==> src/rtl/mips_pkg.sv <==
// rtl/mips_pkg.sv - shared MIPS datapath widths, types and register constants
package mips_pkg;

   localparam int DEF_DATA_W   = 32;
   localparam int DEF_NUM_REGS = 32;
   localparam int DEF_ADDR_W   = $clog2(DEF_NUM_REGS);

   typedef logic [DEF_ADDR_W-1:0] reg_addr_t;
   typedef logic [DEF_DATA_W-1:0] word_t;

   localparam int unsigned REG_ZERO = 0;

endpackage

==> src/rtl/regfile_mp_if.sv <==
// rtl/regfile_mp_if.sv - register file read/write/scoreboard bus
interface regfile_mp_if
   import mips_pkg::*;
#(
   parameter int DATA_W   = DEF_DATA_W,
   parameter int NUM_REGS = DEF_NUM_REGS,
   parameter int NUM_RD   = 2,
   parameter int NUM_WR   = 1
);
   localparam int ADDR_W = $clog2(NUM_REGS);

   logic [NUM_RD-1:0][ADDR_W-1:0] rd_addr;
   logic [NUM_RD-1:0][DATA_W-1:0] rd_data;
   logic [NUM_RD-1:0]             rd_busy;
   logic [NUM_WR-1:0]             wr_en;
   logic [NUM_WR-1:0][ADDR_W-1:0] wr_addr;
   logic [NUM_WR-1:0][DATA_W-1:0] wr_data;
   logic                          sb_set_en;
   logic [ADDR_W-1:0]             sb_set_addr;
   logic                          any_busy;

   modport master (
      output rd_addr, wr_en, wr_addr, wr_data, sb_set_en, sb_set_addr,
      input  rd_data, rd_busy, any_busy
   );

   modport slave (
      input  rd_addr, wr_en, wr_addr, wr_data, sb_set_en, sb_set_addr,
      output rd_data, rd_busy, any_busy
   );

endinterface

==> src/rtl/regfile_scoreboard.sv <==
// rtl/regfile_scoreboard.sv - per-register busy bits for pending writebacks
module regfile_scoreboard #(
   parameter int NUM_REGS = 32,
   parameter int NUM_RD   = 2,
   parameter int NUM_WR   = 1,
   parameter int ZERO_R0  = 1,
   parameter int ADDR_W   = $clog2(NUM_REGS)
) (
   input  logic                          clk,
   input  logic                          rst_n,
   input  logic [NUM_WR-1:0]             wr_en,
   input  logic [NUM_WR-1:0][ADDR_W-1:0] wr_addr,
   input  logic                          sb_set_en,
   input  logic [ADDR_W-1:0]             sb_set_addr,
   input  logic [NUM_RD-1:0][ADDR_W-1:0] rd_addr,
   output logic [NUM_RD-1:0]             rd_busy,
   output logic                          any_busy
);

   logic [NUM_REGS-1:0] busy;
   logic [NUM_REGS-1:0] busy_nxt;

   // Clears first, then the set: a freshly issued producer outranks a retiring one.
   always_comb begin
      busy_nxt = busy;
      for (int j = 0; j < NUM_WR; j++) begin
         if (wr_en[j]) busy_nxt[wr_addr[j]] = 1'b0;
      end
      if (sb_set_en) busy_nxt[sb_set_addr] = 1'b1;
      if (ZERO_R0 != 0) busy_nxt[0] = 1'b0;
   end

   always_ff @(posedge clk or negedge rst_n) begin
      if (!rst_n) busy <= '0;
      else        busy <= busy_nxt;
   end

   // Registered value only, so a same-cycle clear still stalls decode one cycle.
   always_comb begin
      for (int i = 0; i < NUM_RD; i++) rd_busy[i] = busy[rd_addr[i]];
   end

   assign any_busy = |busy;

endmodule

==> src/rtl/regfile_mp.sv <==
// rtl/regfile_mp.sv - multi-port register file with bypass, zero reg and scoreboard
module regfile_mp
   import mips_pkg::*;
#(
   parameter int DATA_W   = DEF_DATA_W,
   parameter int NUM_REGS = DEF_NUM_REGS,
   parameter int NUM_RD   = 2,
   parameter int NUM_WR   = 1,
   parameter int BYPASS   = 1,
   parameter int ZERO_R0  = 1
) (
   input logic       clk,
   input logic       rst_n,
   regfile_mp_if.slave bus
);

   localparam int ADDR_W = $clog2(NUM_REGS);
   localparam logic [ADDR_W-1:0] ZERO_ADDR = ADDR_W'(REG_ZERO);

   logic [DATA_W-1:0]             regs [NUM_REGS];
   logic [NUM_RD-1:0][DATA_W-1:0] rd_data_c;

   // Ascending port order: the last non-blocking assignment, highest port, wins.
   always_ff @(posedge clk or negedge rst_n) begin
      if (!rst_n) begin
         for (int r = 0; r < NUM_REGS; r++) regs[r] <= '0;
      end else begin
         for (int j = 0; j < NUM_WR; j++) begin
            if (bus.wr_en[j] && !((ZERO_R0 != 0) && bus.wr_addr[j] == ZERO_ADDR))
               regs[bus.wr_addr[j]] <= bus.wr_data[j];
         end
      end
   end

   // Reset gating also hides bypassed write data while rst_n is low.
   always_comb begin
      for (int i = 0; i < NUM_RD; i++) begin
         rd_data_c[i] = regs[bus.rd_addr[i]];
         if (BYPASS != 0) begin
            for (int j = 0; j < NUM_WR; j++) begin
               if (bus.wr_en[j] && bus.wr_addr[j] == bus.rd_addr[i])
                  rd_data_c[i] = bus.wr_data[j];
            end
         end
         if (((ZERO_R0 != 0) && bus.rd_addr[i] == ZERO_ADDR) || !rst_n)
            rd_data_c[i] = '0;
      end
   end

   assign bus.rd_data = rd_data_c;

   regfile_scoreboard #(
      .NUM_REGS (NUM_REGS),
      .NUM_RD   (NUM_RD),
      .NUM_WR   (NUM_WR),
      .ZERO_R0  (ZERO_R0),
      .ADDR_W   (ADDR_W)
   ) u_sb (
      .clk         (clk),
      .rst_n       (rst_n),
      .wr_en       (bus.wr_en),
      .wr_addr     (bus.wr_addr),
      .sb_set_en   (bus.sb_set_en),
      .sb_set_addr (bus.sb_set_addr),
      .rd_addr     (bus.rd_addr),
      .rd_busy     (bus.rd_busy),
      .any_busy    (bus.any_busy)
   );

endmodule

==> src/flat_wrapper.sv <==
// flat-port wrapper written by rule: the top's interface ports become plain ports
module regfile_mp_flat import mips_pkg::*;
#(
   parameter int DATA_W   = DEF_DATA_W,
   parameter int NUM_REGS = DEF_NUM_REGS,
   parameter int NUM_RD   = 2,
   parameter int NUM_WR   = 1,
   parameter int BYPASS   = 1,
   parameter int ZERO_R0  = 1
)
  (clk, rst_n, bus_rd_addr, bus_wr_en, bus_wr_addr, bus_wr_data, bus_sb_set_en, bus_sb_set_addr, bus_rd_data, bus_rd_busy, bus_any_busy);
  regfile_mp_if #(.DATA_W(DATA_W), .NUM_REGS(NUM_REGS), .NUM_RD(NUM_RD), .NUM_WR(NUM_WR)) bus_i ();
  input logic clk;
  input logic rst_n;
  input wire logic [$bits(bus_i.rd_addr)-1:0] bus_rd_addr;
  input wire logic [$bits(bus_i.wr_en)-1:0] bus_wr_en;
  input wire logic [$bits(bus_i.wr_addr)-1:0] bus_wr_addr;
  input wire logic [$bits(bus_i.wr_data)-1:0] bus_wr_data;
  input wire logic [$bits(bus_i.sb_set_en)-1:0] bus_sb_set_en;
  input wire logic [$bits(bus_i.sb_set_addr)-1:0] bus_sb_set_addr;
  output wire logic [$bits(bus_i.rd_data)-1:0] bus_rd_data;
  output wire logic [$bits(bus_i.rd_busy)-1:0] bus_rd_busy;
  output wire logic [$bits(bus_i.any_busy)-1:0] bus_any_busy;
  assign bus_i.rd_addr = bus_rd_addr;
  assign bus_i.wr_en = bus_wr_en;
  assign bus_i.wr_addr = bus_wr_addr;
  assign bus_i.wr_data = bus_wr_data;
  assign bus_i.sb_set_en = bus_sb_set_en;
  assign bus_i.sb_set_addr = bus_sb_set_addr;
  assign bus_rd_data = bus_i.rd_data;
  assign bus_rd_busy = bus_i.rd_busy;
  assign bus_any_busy = bus_i.any_busy;
  regfile_mp #(.DATA_W(DATA_W), .NUM_REGS(NUM_REGS), .NUM_RD(NUM_RD), .NUM_WR(NUM_WR), .BYPASS(BYPASS), .ZERO_R0(ZERO_R0)) u_core (.clk(clk), .rst_n(rst_n), .bus(bus_i));
endmodule
==> config.mk <==
export PLATFORM = sky130hd
export DESIGN_NAME = regfile_mp_flat
export DESIGN_NICKNAME = d
export VERILOG_FILES = /design/src/rtl/mips_pkg.sv /design/src/rtl/regfile_mp_if.sv /design/src/rtl/regfile_scoreboard.sv /design/src/rtl/regfile_mp.sv /design/src/flat_wrapper.sv
export SDC_FILE = /design/constraint.sdc
export NUM_CORES = 2
export LEC_CHECK = 0
export CELL_PAD_IN_SITES_DETAIL_PLACEMENT = 2
export CELL_PAD_IN_SITES_GLOBAL_PLACEMENT = 2
export CORE_MARGIN = 4
export CORE_UTILIZATION = 48
export DETAILED_ROUTE_END_ITERATION = 10
export GPL_TIMING_DRIVEN = 0
export PLACE_DENSITY = 0.79
export SLEW_MARGIN = 20
export SYNTH_ARGS = -nofsm -noshare
export SYNTH_HDL_FRONTEND = slang
export SYNTH_SLANG_ARGS = --single-unit
==> constraint.sdc <==
create_clock -name clk -period 6.6 [get_ports clk]
set_input_delay 0.66 -clock clk [delete_from_list [all_inputs] [get_ports clk]]
set_output_delay 0.66 -clock clk [all_outputs]
set_load 0.01 [all_outputs]
==> metrics.txt <==
status complete, no violations; via count ~46000; Routed WL 304200 µm; postcts setup bufs 0; critical path startpoint category input pin; FP Rows 125; first-pass GRT wire length a little over 400000 µm; gr usage total 0.4941; TritonCTS clock tree built; min Tclk post-route 6.473 ns; Max Cap Violations 0; syn avg cell area roughly 15 µm²; CTS buffer count 121; Netlist Area Pre-Place 56100 µm²; Placed Area between 60000 and 70000 µm²; Core Area 116000 µm²; hpwl dp 188200 µm; Root Buffer clkbuf_16; Fill cells 10030; post-synthesis cell count approximately 3700; Worst-path clk slew approximately 0.060 ns; area of the multi-input gates 27900 µm²; WP data required 5.94 ns; Antenna Nets Post-Route 0; Final setup viols 0; initial antenna violation count 24; vias in the first global route 47910; unrepaired setup endpoints after global routing no; Final Cell Area 64660 µm²; Post-synth EDFFs 0; Critical Path AT 5.81 ns; most common flop cell mapped by yosys dfrtp_1; distinct cell type count after synthesis between 40 and 50; Slew Limit Fails 0; Net Sw Power about 0.0066 W; clock latency on the worst-skew pair 0.78 ns; pwr/cell area 323.8 nW/µm²; FF+latch area approximately 26000 µm²; final hold violation count 0; # IOs 123; VDD IR max between 0.2 and 0.25 mV; Initial DRC Count 7469; die area 122400 µm²; sw frac 0.3138; initial cell density of the core 0.4834; final core occ 0.5572; Longest Clk Path Bufs 3; Leak 27.66 nW; ratio of cells with drive above 1 in the final layout 0.4843; Final Cycle Share 0.9807; Yosys warning count 0; H-tree levels 3; clock power share 0.351; Synthesized Nets 3791; Slew headroom 0.08898; Post-CTS Hold Buffers 1; P&R area growth vs syn 15.27%; async set-reset flop share out of synthesis 1.000; die height 349.9 µm; grt total ovfl 0; Clock Sinks approximately 1100; Die W 349.9 µm; pin count of the biggest net entering global routing 140; CP Capture Type output port; Reg power frac 0.425; RD Place Congestion about 0.97; logic gate share of total power 0.224; CTS resizes 0; First-pass DRT Iterations 7; nets@finish approximately 4100; Cell Int Power 0.01437 W; Port Buffers 113; critical path peak fanout 134; worst-margin pin slew between 1 and 1.5 ns; Vias/cell a little over 8; Clock Skew 0 ns; Total Negative Setup Slacks 0 ns; Seq/Total Area, Yosys 0.4706; wire per inst 53.72 µm; Max Clk Rate 154.5 MHz; most common cell after layout, fill and taps aside dfrtp_1; HP Class input pin to async pin; commonest non-fill, non-tap cells in the layout 1055 x dfrtp_1, 987 x mux2_2, 490 x mux4_2, 183 x clkbuf_1, 159 x mux2i_1; Post-route DRC 0; Yosys reg bits 1055; WS Path Type input pin to output port
[per-layer routing]
layer,vias to the layer above,routed length [µm],GRT usage
li1,15240,-,-
met3,1846,44060,0.2369
met5,-,409,0.01217
met1,24230,101000,0.5753
met4,22,34220,0.4240
met2,4896,124500,0.6807
[critical path: stages]
cell,delay [ns]
dlygate4sd3_1,0.62
buf_16,0.21
buf_16,0.52
buf_16,0.55
o41ai_1,0.38
nor2_1,0.74
clkbuf_2,0.73
a32o_1,0.54
clkdlybuf4s50_1,0.62
[per-stage QoR]
step	hold slack [ns]	total power, W	cells	setup slack [ns]
6_report	0.3781	0.02094	5663	0.1274
5_1_grt	0.4106	0.02134	5634	0.04033
4_1_cts	0.3732	0.02061	5633	0.4301
3_5_place_dp	0.4687	0.01320	5411	1.116
3_3_place_gp	0.4555	0.01277	5372	-60.56
2_1_floorplan	0.3644	0.01130	3735	3.413
[synth_stat cells (5+ instances only)]
library cell,number,area [µm²]
nand3b_1,10,75.07
o211ai_1,50,375.4
a211oi_1,39,292.8
a221o_1,32,320.3
xnor2_1,8,70.07
mux4_2,490,11040
mux2_2,987,11110
nor2_1,29,108.9
buf_4,5,37.54
clkbuf_1,267,1002
o31ai_1,6,45.04
a21oi_1,43,215.2
nand2_1,54,202.7
nor4_1,8,50.05
buf_6,7,78.83
o21ai_0,38,190.2
a22oi_1,127,953.4
nor3_1,13,65.06
o22ai_1,40,250.2
a32o_1,31,310.3
dfrtp_1,1055,26400
nor3b_1,7,52.55
mux2i_1,159,1592
nand3_1,8,40.04
nor2b_1,13,81.33
a22o_1,15,131.4
buf_2,93,465.5
buf_1,64,240.2
mux2_1,9,101.4
[state kept, by name (all words and copies together), names as in the netlist]
register,cells
u_core.regs,1024
u_core.u_sb.busy,31
[power by group through the flow]
stage                     combinational (W)  clock (W)  sequential, W
after floorplan                     0.00292          0        0.00838
final                               0.00469    0.00735        0.00890
after global placement              0.00409          0        0.00868
after CTS                           0.00452    0.00729        0.00880
after global routing                0.00479    0.00760        0.00895
after detailed placement            0.00438          0        0.00882
[kinds of logic (layout without fill, tap and decap cells)]
group / after synthesis / in the layout / synth area share
flops: 1055 / 1055 / 0.4706
mux: 1645 / 1645 / 0.4250
xor+xnor: 9 / 9 / 0.001405
other cells: 0 / 30 / 0
buf+inv: 439 / 813 / 0.03272
simple gates: 162 / 162 / 0.01452
compound gates: 425 / 425 / 0.05572
[layout make-up]
class | instances | area share
Tap cell | 1524 | 0.02949
Buffer | 436 | 0.03137
Multi-Input combinational cell | 2241 | 0.4315
Clock buffer | 182 | 0.05629
Inverter | 3 | 0.0001741
Clock inverter | 39 | 0.008611
Sequential cell | 1055 | 0.4083
Antenna cell | 30 | 0.001161
Timing Repair Buffer | 153 | 0.03318
[final timing paths]
path                                                     from                       endpoint  slack, ns  cells after the start
worst max-delay path                                    rst_n                bus_rd_data[37]       0.13                      9
worst min-delay path                                    rst_n   u_core.regs[830]$_DFFE_PN0P_       0.38                      2
worst max register to register    u_core.regs[58]$_DFFE_PN0P_    u_core.regs[58]$_DFFE_PN0P_       5.69                      1
worst min register to register  u_core.regs[1017]$_DFFE_PN0P_  u_core.regs[1017]$_DFFE_PN0P_       0.48                      1
max in group asynchronous                               rst_n   u_core.regs[142]$_DFFE_PN0P_       3.86                      5
min in group clk                u_core.regs[1017]$_DFFE_PN0P_  u_core.regs[1017]$_DFFE_PN0P_       0.48                      1
No activity file was read; power rests on OpenSTA's default activity.
